[config.mk]
export PLATFORM = sky130hd
export DESIGN_NAME = dds_lut_ctrl
export DESIGN_NICKNAME = d
export VERILOG_FILES = /design/src/rtl/dds_lut_pkg.sv /design/src/rtl/dds_lut_rd_arb.sv /design/src/rtl/dds_lut_ctrl.sv
export SDC_FILE = /design/constraint.sdc
export NUM_CORES = 1
export LEC_CHECK = 0
export ABC_AREA = 0
export BUFFER_PORTS_ARGS = -buffer_cell sky130_fd_sc_hd__buf_2
export CORE_MARGIN = 5
export CORE_UTILIZATION = 50
export CTS_CLUSTER_SIZE = 14
export DETAILED_ROUTE_END_ITERATION = 8
export HOLD_SLACK_MARGIN = 0.03
export PLACE_DENSITY = 0.92
export SLEW_MARGIN = 20
export SYNTH_ARGS = -nofsm -noshare
export SYNTH_HDL_FRONTEND = slang
export SYNTH_SLANG_ARGS = --single-unit
[constraint.sdc]
create_clock -name CLK -period 3 [get_ports CLK]
set_input_delay 0.75 -clock CLK [delete_from_list [all_inputs] [get_ports CLK]]
set_output_delay 0.75 -clock CLK [all_outputs]
set_load 0.01 [all_outputs]
[src/rtl/dds_lut_pkg.sv]
`default_nettype none
// +-----------------------------------------------------------------+
// | dds_lut_pkg : shared types and constants for the DDS LUT ctrl   |
// | rev 1.0                                                         |
// +-----------------------------------------------------------------+
package dds_lut_pkg;

    localparam int LUT_DEPTH    = 512;
    localparam int DEF_INIT_VAL = 0;

    typedef enum logic [0:0] {
        ST_INIT = 1'b0,
        ST_RUN  = 1'b1
    } state_t;

    typedef struct packed {
        logic dds;
        logic host;
    } rd_tag_t;

endpackage : dds_lut_pkg
`default_nettype wire

[src/rtl/dds_lut_rd_arb.sv]
`default_nettype none
// +-----------------------------------------------------------------+
// | dds_lut_rd_arb : LSRAM read-port arbiter, starvation counter    |
// | and two-stage read tag pipeline.               rev 1.0          |
// +-----------------------------------------------------------------+
module dds_lut_rd_arb
    import dds_lut_pkg::*;
#(
    parameter int ADDR_W     = 9,
    parameter int DATA_W     = 18,
    parameter int STARVE_MAX = 15
) (
    input  logic              clk,
    input  logic              rst_n,
    input  logic              run,
    input  logic              dds_en,
    input  logic [ADDR_W-1:0] dds_addr,
    input  logic              host_rreq,
    input  logic [ADDR_W-1:0] host_raddr,
    input  logic [DATA_W-1:0] rd_data,
    output logic [ADDR_W-1:0] ram_raddr,
    output logic              ram_rdb,
    output logic              host_rack,
    output logic              dds_valid,
    output logic [DATA_W-1:0] dds_data,
    output logic              host_rvalid,
    output logic [DATA_W-1:0] host_rdata
);

    localparam int CNT_W = (STARVE_MAX > 0) ? $clog2(STARVE_MAX + 1) : 1;
    localparam logic [CNT_W-1:0] CNT_MAX = CNT_W'(STARVE_MAX);

    logic [CNT_W-1:0] starve_cnt;
    logic             host_pend;
    logic             steal;
    logic             dds_grant;
    logic             host_grant;
    rd_tag_t          tag_s1;
    rd_tag_t          tag_s2;

    // A saturated counter lets the host take exactly one DDS slot.
    always_comb begin
        host_pend  = run & host_rreq;
        steal      = host_pend & (starve_cnt == CNT_MAX);
        dds_grant  = run & dds_en & ~steal;
        host_grant = host_pend & (~dds_en | steal);
        ram_rdb    = dds_grant | host_grant;
        ram_raddr  = '0;
        if (host_grant) begin
            ram_raddr = host_raddr;
        end else if (dds_grant) begin
            ram_raddr = dds_addr;
        end
    end

    assign host_rack   = host_grant;
    assign dds_valid   = tag_s2.dds;
    assign host_rvalid = tag_s2.host;

    always_ff @(posedge clk or negedge rst_n) begin
        if (!rst_n) begin
            starve_cnt <= '0;
        end else if (!run || host_grant) begin
            starve_cnt <= '0;
        end else if (host_pend && (starve_cnt != CNT_MAX)) begin
            starve_cnt <= starve_cnt + 1'b1;
        end
    end

    // Stage 1 tags the cycle RAM_DO is valid; stage 2 drives the valids.
    always_ff @(posedge clk or negedge rst_n) begin
        if (!rst_n) begin
            tag_s1     <= '0;
            tag_s2     <= '0;
            dds_data   <= '0;
            host_rdata <= '0;
        end else begin
            tag_s1 <= '{dds: dds_grant, host: host_grant};
            tag_s2 <= tag_s1;
            if (tag_s1.dds) begin
                dds_data <= rd_data;
            end
            if (tag_s1.host) begin
                host_rdata <= rd_data;
            end
        end
    end

endmodule : dds_lut_rd_arb
`default_nettype wire

[src/rtl/dds_lut_ctrl.sv]
`default_nettype none
// +-----------------------------------------------------------------+
// | dds_lut_ctrl : clear sweep, write mux and collision forwarding  |
// | for the CoreDDS 512x18 LSRAM lookup table.     rev 1.0          |
// +-----------------------------------------------------------------+
module dds_lut_ctrl
    import dds_lut_pkg::*;
#(
    parameter int              ADDR_W     = 9,
    parameter int              DATA_W     = 18,
    parameter logic [DATA_W-1:0] INIT_VAL = DATA_W'(DEF_INIT_VAL),
    parameter int              STARVE_MAX = 15
) (
    input  logic              CLK,
    input  logic              NGRST,
    input  logic              CLR_REQ,
    output logic              INIT_DONE,
    input  logic              DDS_EN,
    input  logic [ADDR_W-1:0] DDS_ADDR,
    output logic              DDS_VALID,
    output logic [DATA_W-1:0] DDS_DATA,
    input  logic              HOST_WREQ,
    input  logic [ADDR_W-1:0] HOST_WADDR,
    input  logic [DATA_W-1:0] HOST_WDATA,
    output logic              HOST_WACK,
    input  logic              HOST_RREQ,
    input  logic [ADDR_W-1:0] HOST_RADDR,
    output logic              HOST_RACK,
    output logic              HOST_RVALID,
    output logic [DATA_W-1:0] HOST_RDATA,
    output logic [DATA_W-1:0] RAM_DI,
    output logic [ADDR_W-1:0] RAM_WADDR,
    output logic              RAM_WRB,
    output logic [ADDR_W-1:0] RAM_RADDR,
    output logic              RAM_RDB,
    input  logic [DATA_W-1:0] RAM_DO
);

    localparam logic [ADDR_W-1:0] LAST_ADDR = ADDR_W'(LUT_DEPTH - 1);

    state_t            state;
    state_t            state_nxt;
    logic [ADDR_W-1:0] clr_addr;
    logic              run;
    logic              fwd_hit;
    logic [DATA_W-1:0] fwd_data;
    logic [DATA_W-1:0] rd_data;

    assign run       = (state == ST_RUN);
    assign INIT_DONE = run;

    // The clear counter wraps to 0 after the last word, ready for the next sweep.
    always_ff @(posedge CLK or negedge NGRST) begin
        if (!NGRST) begin
            state    <= ST_INIT;
            clr_addr <= '0;
        end else begin
            state <= state_nxt;
            if (state == ST_INIT) begin
                clr_addr <= clr_addr + 1'b1;
            end else begin
                clr_addr <= '0;
            end
        end
    end

    // NGRST gates the sweep write so nothing is written while reset is held.
    always_comb begin
        state_nxt = state;
        RAM_WRB   = 1'b0;
        RAM_WADDR = clr_addr;
        RAM_DI    = INIT_VAL;
        HOST_WACK = 1'b0;
        case (state)
            ST_INIT: begin
                RAM_WRB = NGRST;
                if (clr_addr == LAST_ADDR) begin
                    state_nxt = ST_RUN;
                end
            end
            ST_RUN: begin
                RAM_WADDR = HOST_WADDR;
                RAM_DI    = HOST_WDATA;
                RAM_WRB   = HOST_WREQ;
                HOST_WACK = HOST_WREQ;
                if (CLR_REQ) begin
                    state_nxt = ST_INIT;
                end
            end
            default: state_nxt = ST_INIT;
        endcase
    end

    // LSRAM returns old data on a same-address write/read; substitute the new word.
    always_ff @(posedge CLK or negedge NGRST) begin
        if (!NGRST) begin
            fwd_hit  <= 1'b0;
            fwd_data <= '0;
        end else begin
            fwd_hit  <= RAM_WRB & RAM_RDB & (RAM_WADDR == RAM_RADDR);
            fwd_data <= RAM_DI;
        end
    end

    assign rd_data = fwd_hit ? fwd_data : RAM_DO;

    dds_lut_rd_arb #(
        .ADDR_W     (ADDR_W),
        .DATA_W     (DATA_W),
        .STARVE_MAX (STARVE_MAX)
    ) u_rd_arb (
        .clk         (CLK),
        .rst_n       (NGRST),
        .run         (run),
        .dds_en      (DDS_EN),
        .dds_addr    (DDS_ADDR),
        .host_rreq   (HOST_RREQ),
        .host_raddr  (HOST_RADDR),
        .rd_data     (rd_data),
        .ram_raddr   (RAM_RADDR),
        .ram_rdb     (RAM_RDB),
        .host_rack   (HOST_RACK),
        .dds_valid   (DDS_VALID),
        .dds_data    (DDS_DATA),
        .host_rvalid (HOST_RVALID),
        .host_rdata  (HOST_RDATA)
    );

endmodule : dds_lut_ctrl
`default_nettype wire

==> results <==
- The number of design-rule violations left by the first detailed-router iteration is 74.
- The die height is 90.7 um.
- Ranked by total cell area, the synthesized netlist is headed by sky130_fd_sc_hd__dfrtp_1 (56%), sky130_fd_sc_hd__mux2i_1 (8.6%), sky130_fd_sc_hd__a21oi_1 (6.0%).
- The fmax is ~0.37 GHz.
- Data arrives at the worst endpoint at 1.94 ns.
- The post-detailed-route count of antenna-violating nets is 0.
- In the routed design, unresolved DRC markers number 0.
- Leaving out fill and tap cells, the most frequent cell in the layout is sky130_fd_sc_hd__buf_2.
- Counting flops and latches in the post-synthesis netlist gives 73.
- The total instance count after detailed placement is 516.
- The net count reported at finish is 522.
- The max-capacitance violation count is 0.
- The library cell used as clock root buffer is sky130_fd_sc_hd__clkbuf_8.
- After layout, the worst setup slack is 0.305 ns.
- The worst hold path belongs to the class reg -> reg.
- Using the TritonRoute via totals, the vias-per-cell ratio works out to ~5.4.
- The type of element capturing the critical path is an output port.
- VDD sags by at most 0.000400 V.
- Setup repair after global routing left no endpoint under its margin.
- The net count after synthesis is 378.
- The final hold violation count came to 0.
- At the later pin of the worst-skew pair, clock insertion delay measures 0.34 ns.
- The number of antenna violations at the first check in global routing is 0.
- The number of global-route vias before repair is roughly 3,000.
- The analysis attributes to cell leakage a power of 0.00213 uW.
- The relative max-transition margin is roughly two fifths.
- The worst hold path cell count is 1.
- After layout, the worst path uses 89.8% of the clock period.
- The slew at the pin closest to its max-slew limit is 0.905 ns.
- The total congestion overflow after global routing is 0.
- The count of pins over their slew limit came to 0.
- The type of the worst setup path is in -> out.
- The die span in x is 90.7 um.
- The effective utilization at floorplan is 51.3%.
- Summing over every cut layer, the via total after detailed routing is around 2,900.
- The CTS sink count is 73.
- The post-CTS setup buffer count is 0.
- During synthesis, Yosys emitted a total of 0 warnings.
- TritonCTS created 9 clock buffers.
- Entering global routing, the biggest net connects 74 pins.
- The initialized floorplan defines 29 standard-cell rows.
- The number of I/O pins is approximately 150.
- The met1 usage in global routing is 26.4%.
- The largest buffer count on any clock path is 2.
- STA classifies the critical path startpoint as an input pin.
- The total negative slack is 0 ns.
- For this run, the share of the core covered by cells in the final layout is 66.6%.
- The synthesized instance count is 306.
- Counting flops with a built-in enable in the synthesized netlist gives 0.
- The die covers just over 8000 um^2.
- Among all flip-flop cells after synthesis, the most frequent one is sky130_fd_sc_hd__dfrtp_1.
- OpenSTA, run right after detailed placement, puts the worst setup slack at approximately 0.32 ns.
- The count of input and output buffers is 147.
- The flow ran to the end, and the final reports show no timing, DRC or antenna violations.
- Global routing used a little over a third of the available met2 tracks.
- After synthesis, flip-flops and latches occupy between 50% and 60% of the total area.
- In the final layout, the multi-input gates occupy 1290 um^2.
- Global routing used 21.4% of the available tracks across all layers.
- The area share of the largest cell type after synthesis is a little under three fifths.
- The data required time of the worst path is 2.25 ns.
- The synthesized netlist occupies a cell area of 3260 um^2.
- Dividing total power by cell area gives a power density of 567 nW/um^2.
- The distinct cell type count after synthesis is 40.
- After global routing, the most crowded layer is met2.
- Summing all flip-flop and latch instances after layout gives ~1800 um^2.
- The largest fanout on the critical path is 12.
- In this run, post-CTS repair resized a total of 0 instances.
- Detailed placement ended at an HPWL of roughly 6600 um.
- In the final routed layout, each cell accounts on average for ~16 um.
- The first-pass GRT wire length is 14,400 um.
- The worst path in the final design needs a cycle of 2.69 ns, including I/O delays and setup.
- The first-pass detailed-route iteration total is 5.
- Setup violations remaining at the end of the flow were counted as 0.
- The logic depth of the worst register-to-register path is 7.
- The library cell with the largest summed area after synthesis is sky130_fd_sc_hd__dfrtp_1.
- The global placer's final weighted congestion is ~0.97.
- For this block, the routed nets add up to 8750 um of wire.
- Leaving out fill and tap cells, the most frequent cells in the layout are sky130_fd_sc_hd__buf_2 (146), sky130_fd_sc_hd__dfrtp_1 (72), sky130_fd_sc_hd__nor2_1 (44), sky130_fd_sc_hd__a21oi_1 (39), sky130_fd_sc_hd__mux2i_1 (28).
- Buffers inserted to repair hold after CTS numbered 0.
- The fraction of synthesis flops using an asynchronous set or reset pin is 100%.
- The signed area change from the synthesized netlist to the final layout is 29.9%.
- The total of fill cells in the finished design is roughly 470.
- The largest clock skew in the final design is 0.0101 ns.
- The met3 track demand over resource in global routing is 7.00%.
- The fraction of final layout cells sized beyond drive strength 1 is between 30% and 40%.
- In this run the number of H-tree levels came out at 3.
- A synthesized cell averages 10.6 um^2.
- After clock tree synthesis, the clock-pin slew on the worst setup and hold paths is about 0.070 ns.
- The antenna diode count is 0.
- The core area is 6350 um^2.
- The TritonCTS clock tree is done.
- The number of non-filler instances in the completed layout is approximately 530.
cell families (layout without fill, tap and decap cells):
logic type,count (synthesis),after routing,share of synthesized area [%]
mux,29,29,8.95
buf+inv,30,179,4.42
compound gates,72,72,14.2
fa+ha+maj,3,3,1.15
xor+xnor,5,5,1.34
simple gates,94,94,13.9
flops,73,73,56.1
report_power, final:
part           switching [uW]  internal [uW]
Combinational             277            208
Clock                     364            384
Sequential               86.2           1080
stage by stage:
stage,power [uW],hold slack [ns],instance area (um^2)
after floorplan,1430,0.352,3260
after global placement,1650,0.474,4040
after detailed placement,1670,0.483,4040
after CTS,2420,0.493,4230
after global routing,2550,0.541,4230
final,2400,0.489,4230
cell usage after synthesis, types with 6 or more instances:
| master | number |
|---|---|
| sky130_fd_sc_hd__a22o_1 | 8 |
| sky130_fd_sc_hd__nand2_1 | 11 |
| sky130_fd_sc_hd__mux2i_1 | 28 |
| sky130_fd_sc_hd__and2_1 | 19 |
| sky130_fd_sc_hd__a22oi_1 | 6 |
| sky130_fd_sc_hd__nor2_1 | 44 |
| sky130_fd_sc_hd__a21oi_1 | 39 |
| sky130_fd_sc_hd__o21ai_0 | 6 |
| sky130_fd_sc_hd__clkbuf_1 | 10 |
| sky130_fd_sc_hd__dfrtp_1 | 73 |
| sky130_fd_sc_hd__nand3_1 | 6 |
| sky130_fd_sc_hd__inv_1 | 12 |
registers in the layout (all words and copies together) (netlist names), 2 cells and up:
signal               count
clr_addr                 9
u_rd_arb.tag_s1          2
u_rd_arb.starve_cnt      4
u_rd_arb.host_rdata     18
fwd_data                18
u_rd_arb.dds_data       18
critical path, cell delays in order:
cell and delay (ns):
sky130_fd_sc_hd__buf_2 0.18, sky130_fd_sc_hd__nand2_1 0.10, sky130_fd_sc_hd__a41oi_2 0.49, sky130_fd_sc_hd__a22o_1 0.27, sky130_fd_sc_hd__buf_2 0.14
path summary, 6_finish.rpt:
| path | startpoint | to | slack [ns] |
|---|---|---|---|
| max in group asynchronous | NGRST | u_rd_arb.tag_s1[0] | 1.67 |
| min | clr_addr[0] | clr_addr[0] | 0.49 |
| max | DDS_EN | RAM_RADDR[3] | 0.31 |
| min in group asynchronous | NGRST | u_rd_arb.host_rdata[16] | 0.68 |
| min reg2reg | clr_addr[0] | clr_addr[0] | 0.49 |
| max reg2reg | INIT_DONE | fwd_hit | 0.86 |
area by class of cell:
| class | instances | share of cell area [%] |
|---|---|---|
| Sequential cell | 73 | 43.2 |
| Multi-Input combinational cell | 203 | 30.4 |
| Timing Repair Buffer | 151 | 18.5 |
| Clock buffer | 9 | 2.93 |
| Tap cell | 77 | 2.28 |
| Clock inverter | 7 | 1.66 |
| Inverter | 12 | 1.06 |
per-layer routing:
layer  share of wire (%)  wire [um]
met5                   0          0
met4                 2.1        187
met3                 9.0        791
met2                  48       4240
met1                  40       3530
Note: power is estimated with default switching activity, not from simulation.
